$ cat config.mk
export PLATFORM = sky130hd
export DESIGN_NAME = adc_sample_assembler
export DESIGN_NICKNAME = d
export VERILOG_FILES = /design/src/rtl/adc_sample_assembler.sv
export SDC_FILE = /design/constraint.sdc
export NUM_CORES = 1
export LEC_CHECK = 0
export ABC_AREA = 1
export ABC_CLOCK_PERIOD_IN_PS = 5400
export BUFFER_PORTS_ARGS = -buffer_cell sky130_fd_sc_hd__buf_2
export CAP_MARGIN = 10
export CORE_ASPECT_RATIO = 1.75
export CORE_MARGIN = 2
export CORE_UTILIZATION = 55
export CTS_BUF_LIST = sky130_fd_sc_hd__clkbuf_16
export DETAILED_ROUTE_END_ITERATION = 8
export GPL_ROUTABILITY_DRIVEN = 0
export PLACE_DENSITY = 0.72
export SLEW_MARGIN = 5
export SYNTH_ARGS = -nofsm -noshare
export SYNTH_HDL_FRONTEND = slang
export SYNTH_SLANG_ARGS = --single-unit
$ cat constraint.sdc
create_clock -name clk -period 5.4 [get_ports clk]
set_input_delay 0.81 -clock clk [delete_from_list [all_inputs] [get_ports clk]]
set_output_delay 0.81 -clock clk [all_outputs]
set_load 0.02 [all_outputs]
$ cat src/rtl/adc_sample_assembler.sv
// adc_sample_assembler: frames ADC nibbles into samples and buffers them in a FIFO with overflow tracking.
module adc_sample_assembler #(
    parameter int NIBBLES = 3,
    parameter int DEPTH   = 4
) (
    input  logic                 clk,
    input  logic                 rst,
    input  logic [3:0]           nib_in,
    input  logic                 nib_rdy,
    input  logic                 sync,
    output logic [4*NIBBLES-1:0] out_data,
    output logic                 out_valid,
    input  logic                 out_ready,
    output logic                 ovf,
    output logic [7:0]           drop_cnt,
    input  logic                 clr_ovf
);
    localparam int W  = 4 * NIBBLES;
    localparam int AW = (DEPTH > 1) ? $clog2(DEPTH) : 1;
    localparam int IW = $clog2(NIBBLES + 1);

    typedef enum logic {WAIT_SYNC, COLLECT} state_t;

    state_t        r_state;
    logic [IW-1:0] r_idx;
    logic [W-1:0]  r_acc;
    logic [W-1:0]  r_mem [DEPTH];
    logic [AW-1:0] r_wr;
    logic [AW-1:0] r_rd;
    logic [AW:0]   r_cnt;

    logic          w_take;
    logic          w_last;
    logic          w_pop;
    logic          w_full;
    logic          w_wr_en;
    logic          w_drop;
    logic [IW-1:0] w_idx;
    logic [W-1:0]  w_acc;

    // sync restarts the frame in the same cycle, so its nibble becomes nibble 0
    always_comb begin
        w_take  = nib_rdy && (sync || r_state == COLLECT);
        w_idx   = sync ? '0 : r_idx;
        w_acc   = ((sync ? '0 : r_acc) << 4) | W'(nib_in);
        w_last  = w_take && (w_idx == IW'(NIBBLES - 1));
        w_pop   = out_valid && out_ready;
        w_full  = r_cnt == (AW+1)'(DEPTH);
        w_wr_en = w_last && (!w_full || w_pop);
        w_drop  = w_last && w_full && !w_pop;
    end

    assign out_valid = r_cnt != '0;
    assign out_data  = out_valid ? r_mem[r_rd] : '0;

    always_ff @(posedge clk) begin
        if (rst) begin
            r_state <= WAIT_SYNC;
            r_idx   <= '0;
            r_acc   <= '0;
        end else if (sync || w_take) begin
            r_state <= COLLECT;
            r_idx   <= (w_take && !w_last) ? IW'(w_idx + 1'b1) : '0;
            r_acc   <= (w_take && !w_last) ? w_acc : '0;
        end
    end

    always_ff @(posedge clk) begin
        if (w_wr_en)
            r_mem[r_wr] <= w_acc;
    end

    always_ff @(posedge clk) begin
        if (rst) begin
            r_wr  <= '0;
            r_rd  <= '0;
            r_cnt <= '0;
        end else begin
            if (w_wr_en)
                r_wr <= r_wr + 1'b1;
            if (w_pop)
                r_rd <= r_rd + 1'b1;
            r_cnt <= r_cnt + (AW+1)'(w_wr_en) - (AW+1)'(w_pop);
        end
    end

    // a drop coinciding with a clear counts as the first drop after the clear
    always_ff @(posedge clk) begin
        if (rst) begin
            ovf      <= 1'b0;
            drop_cnt <= '0;
        end else if (clr_ovf) begin
            ovf      <= w_drop;
            drop_cnt <= {7'd0, w_drop};
        end else if (w_drop) begin
            ovf      <= 1'b1;
            drop_cnt <= (drop_cnt == 8'hFF) ? drop_cnt : drop_cnt + 8'd1;
        end
    end
endmodule

### Yosys cells after proc, flatten, opt, wreduce, memory -nomap -nowiden

Memories as Yosys holds them, arrays and structs flattened. A register that Yosys moved wholly into a read port is not among the register bits.
Cells that the tools add are included.

* word-level logic and storage cells: 54
* latch bits: 0
* input port bits: 10
* register bits after elaboration: 27
* bits in read-only memories: 0
* memories: 1
* output and inout bits: 22
* bits in writable memories: 48

Memories
* r_mem: depth 4, bits a word 12, read ports 1, clocked after Yosys merged registers in 1, write ports 1, line 27 `logic [W-1:0] r_mem [DEPTH];`

* add/sub/neg operators: 6
* order comparisons: 0
* muxes and demuxes: 14
* reductions and logical operators: 18
* equal/unequal tests: 4
* bitwise operators: 2
* shifts and indexed selects: 0
* div/mod/pow operators: 0
* $mul: 0

Operators with widths (number)
* $mux W8: 2
* $mux W12: 1
* $or A12 B4 Y12: 1
* $add A8 B1 Y8 const B: 1
* $eq A8 B8 Y1 const B: 1
* $mux W2: 4
* $logic_and A1 B1 Y1: 7
* $mux W1: 7
* $add A2 B1 Y2 const B: 3
* $reduce_and A2 Y1: 2
* $add A3 B1 Y3: 1
* $eq A3 B3 Y1 const B: 1
* $logic_not A1 Y1: 3
* $logic_or A1 B1 Y1: 3
* $reduce_bool A3 Y1: 1
* $sub A3 B1 Y3: 1
* $eq A2 B2 Y1 const B: 1
* $ne A2 B2 Y1 const B: 1
* $reduce_bool A2 Y1: 1
* $reduce_or A2 Y1: 1
* $not A1 Y1: 1

### Logic depth before layout (Yosys ltp)

* depth after elaboration: 7
* depth in mapped cells: 13
* gate-level depth less buffers: 13

### Worst setup path before layout

No wires, ideal clock.

* path kind: input to register
* start point: input port sync
* end point: register r_cnt[2]
* arrival time: 2.835 ns
* data required time: 5.281 ns
* setup slack: 2.446 ns
* cell stages on the path: 13
* path through: clkbuf_1 nor2_1 ha_1 inv_2 nor3_4 nand2_2 ha_1 inv_1 ha_1 inv_1 fa_1 o21ai_0 a21oi_1

* longest elaborated chain between the ends: 6
* elaborated cells between the ends (all ways): 8
* those cells by class: add/sub (2); eq/ne (1); mux (1); reduce/logical (4)

Ends and longest elaborated chain
* start: declaration: line 10 `input logic sync,`
* $mux W2 / $logic_or A1 B1 Y1 (equally long branches): line 44, 43
* $eq A2 B2 Y1 / $logic_and A1 B1 Y1 (equally long branches): line 46, 43
* $logic_and A1 B1 Y1 *: line 46 `w_last = w_take && (w_idx == IW'(NIBBLES - 1));`
* $logic_and A1 B1 Y1 *: line 49 `w_wr_en = w_last && (!w_full || w_pop);`
* $add A3 B1 Y3 *: line 83 `r_cnt <= r_cnt + (AW+1)'(w_wr_en) - (AW+1)'(w_pop);`
* $sub A3 B1 Y3 *: line 83
* end signal: assignment: line 83
* end: declaration: line 30 `logic [AW:0] r_cnt;`

Every way passes the cells marked *; elsewhere a longest branch is shown, timed or not.
A chain may end at the register's enable or synchronous reset.

==> results.cfg <==
[timing]
tightest_slew_ns = 1.16
rsz0062_at_grt = no
clock_skew_ns = 0.00510
finalCriticalPeriod_ns = 2.95
final_hold_viol_count = 0
final.setup.tns_ns = 0
timing_max_transition_violations_final = 0
fin_crit_sh_pct = 54.6
setup_viol = 0
relSlewSlack_pct = 22.1
max_freq_ghz = 0.339

[route]
via_per_inst = 5.06
first_pass_iters = 4
dr_total_vias = 2358
post-route-drc-count = 0
drt_wl_total_mm = 6.27
ant_nets = 0
wl_per_cell_um = 13.4
initialDrtViolationCount = 92

[clock_network]
clk_pin_slew_ns = 0.06
clock_path_buffers = 2
htreeDepth = 3
ctsHoldBuffers = 0
insertion_delay_ns = 0.33
cts_resized = 0
cts_tree = done
root_buffer = clkbuf_16
numCtsBuffers = 9
clock_sinks = 77
cts_setup_buffers = 0

[die]
die_h_um = 107
start_util_pct = 56.5
core_sq_um = 5880
rows = 37
fp.dieW_um = 62.8
io_pins = 32
dieArea_sq_um = 6700

[critical_path]
slowest_stage = dfxtp_1
required_ns = 4.59
cp-start-kind = register
crit_chain = inv_2, o21ai_0, a21oi_1, buf_2
timing.critical_path.buf_inv = 2
crit_family = flip-flops
cpPeakStageDelay_ns = 0.88
end_kind = output pin
crit_fanout = 25
criticalPathCategory = register to output pin
worst_ep_arrival_time_ns = 2.14

[layout]
syn_to_final_growth_pct = 16.4
fin_nets = 402
num_antenna_cells = 0
layout-drive-gt1-share_pct = 14.7
fill_cells = 492

[pwr]
p_per_area_nw_per_um2 = 438
power_w = 0.00169
p_sw_w = 0.000494
swShare_pct = 29.2
power.internal_w = 0.00120
p_clk_share_pct = 39.1
leakagePower_nw = 1.55
pwr-share-comb_pct = 20.7
p_seq_share_pct = 40.2
ir_worst_vdd_mv = 0.310

[logic_synthesis]
synth_seq_cells = 77
yosys_warnings = 0
ys_seq_area_share_pct = 60.9
syn-instance-count = 351
synthesis.nets = 370
synth_area_sq_um = 3320
syn_area_per_cell_sq_um = 9.46
ys_types = 26

[global_routing]
grt_pass1_wl_mm = 10.5
antenna_found_initial = 0
grt_use_total_pct = 20.6
grt_max_degree = 26
global_route.overflow_total = 0
grt_pass1_vias = 2331

[status]
status = complete, no violations

[placement]
place_hpwl_mm = 4.38
portBuffers = 31

[hold_path]
hp-class = register to register

[run]
cap_violations = 0
==> metal layers <==
| metal | routed length, um | vias up | track usage (%) |
|---|---|---|---|
| li1 | - | 1208 | - |
| met1 | 2500 | 1086 | 21.0 |
| met2 | 3430 | 53 | 38.9 |
| met3 | 209 | 11 | 4.93 |
| met4 | 125 | 0 | 9.21 |
| met5 | 0 | - | 0 |
==> sequential cells by signal, summed over array words and instances, names as in the netlist, named ones only <==
signal    flops
r_idx         2
r_rd          2
r_mem        48
r_state       1
ovf           1
r_acc         8
r_cnt         3
drop_cnt      8
r_wr          2
==> worst min-delay path, delay by kind of cell (launching register included) <==
kind / cells / cell delay [ns]
DFF: 1 / 0.31
and+or+nand+nor: 2 / 0.10
==> final cells by class <==
class / count / area, sq um / area share [%]
flip-flops and latches: 77 / 2020 / 52.3
multi-input cells: 222 / 1100 / 28.4
clock buffers: 9 / 225 / 5.83
inverters: 42 / 160 / 4.14
repair buffers: 31 / 155 / 4.01
clock inverters: 7 / 109 / 2.82
well taps: 78 / 97.6 / 2.52
==> cells in the mapped netlist <==
cell type  number  share of area (%)
a21oi_1        32                4.8
a21oi_2         1               0.26
a22oi_1         1               0.23
a31o_2          1               0.26
and3_1          1               0.19
buf_2           4               0.60
clkbuf_1        6               0.68
dfxtp_1        29                 17
edfxtp_1       48                 43
fa_1            1               0.60
ha_1            8                3.0
inv_1          38                4.3
inv_2           3               0.34
inv_4           1               0.19
nand2_1        52                5.9
nand2_2         1               0.19
nand3_1         8                1.2
nand3_4         1               0.53
nand4_1         2               0.38
nor2_1         74                8.4
nor2_2          2               0.38
nor3_4          2               0.98
o21ai_0        30                4.5
or2_2           1               0.19
xnor2_1         1               0.26
xor2_1          3               0.79
==> power by group through the flow <==
stage                     Sequential (W)  Combinational (W)  Clock (W)
after CTS                       0.000681           0.000353   0.000668
after detailed placement        0.000693           0.000352          0
after global routing            0.000687           0.000397   0.000693
final                           0.000681           0.000350   0.000663
after global placement          0.000693           0.000340          0
after floorplan                 0.000667           0.000273          0
==> cell families after synthesis <==
kind of cell | share of synthesized area [%]
fa+ha+maj | 3.62
compound gates | 10.1
buf+inv | 6.10
simple gates | 18.3
xor+xnor | 1.05
flops | 60.9
==> cell usage in the layout (no fill, tap or decap), types with 2 or more instances in the layout <==
master / instances
nor2_1: 74
buf_2: 31
nor2_2: 2
xor2_1: 3
a21oi_1: 32
ha_1: 8
inv_1: 40
nand3_1: 8
o21ai_0: 30
inv_2: 3
bufinv_16: 3
nand4_1: 2
nand2_1: 52
edfxtp_1: 48
nor3_4: 2
clkbuf_16: 9
dfxtp_1: 29
==> path summary, 6_finish.rpt <==
path / to / slack, ns / cells past startpoint / startpoint
max: out_data[11] / 2.45 / 4 / register
min: ovf / 0.45 / 2 / ovf
max reg2reg: r_cnt[2] / 2.91 / 13 / r_idx[1]
min reg2reg: ovf / 0.45 / 2 / ovf
==> stage by stage <==
stage	hold slack, ns	setup WS, ns	util [%]	std cells	cell area [sq um]
4_1_cts	0.460	2.42	65.8	466	3870
2_1_floorplan	0.439	2.45	-	351	3320
5_1_grt	0.485	2.23	65.8	466	3870
6_report	0.455	2.45	65.8	466	3870
3_5_place_dp	0.447	2.15	60.1	450	3530
3_3_place_gp	0.436	2.28	60.1	450	3530
(Power assumes the default switching activity.)
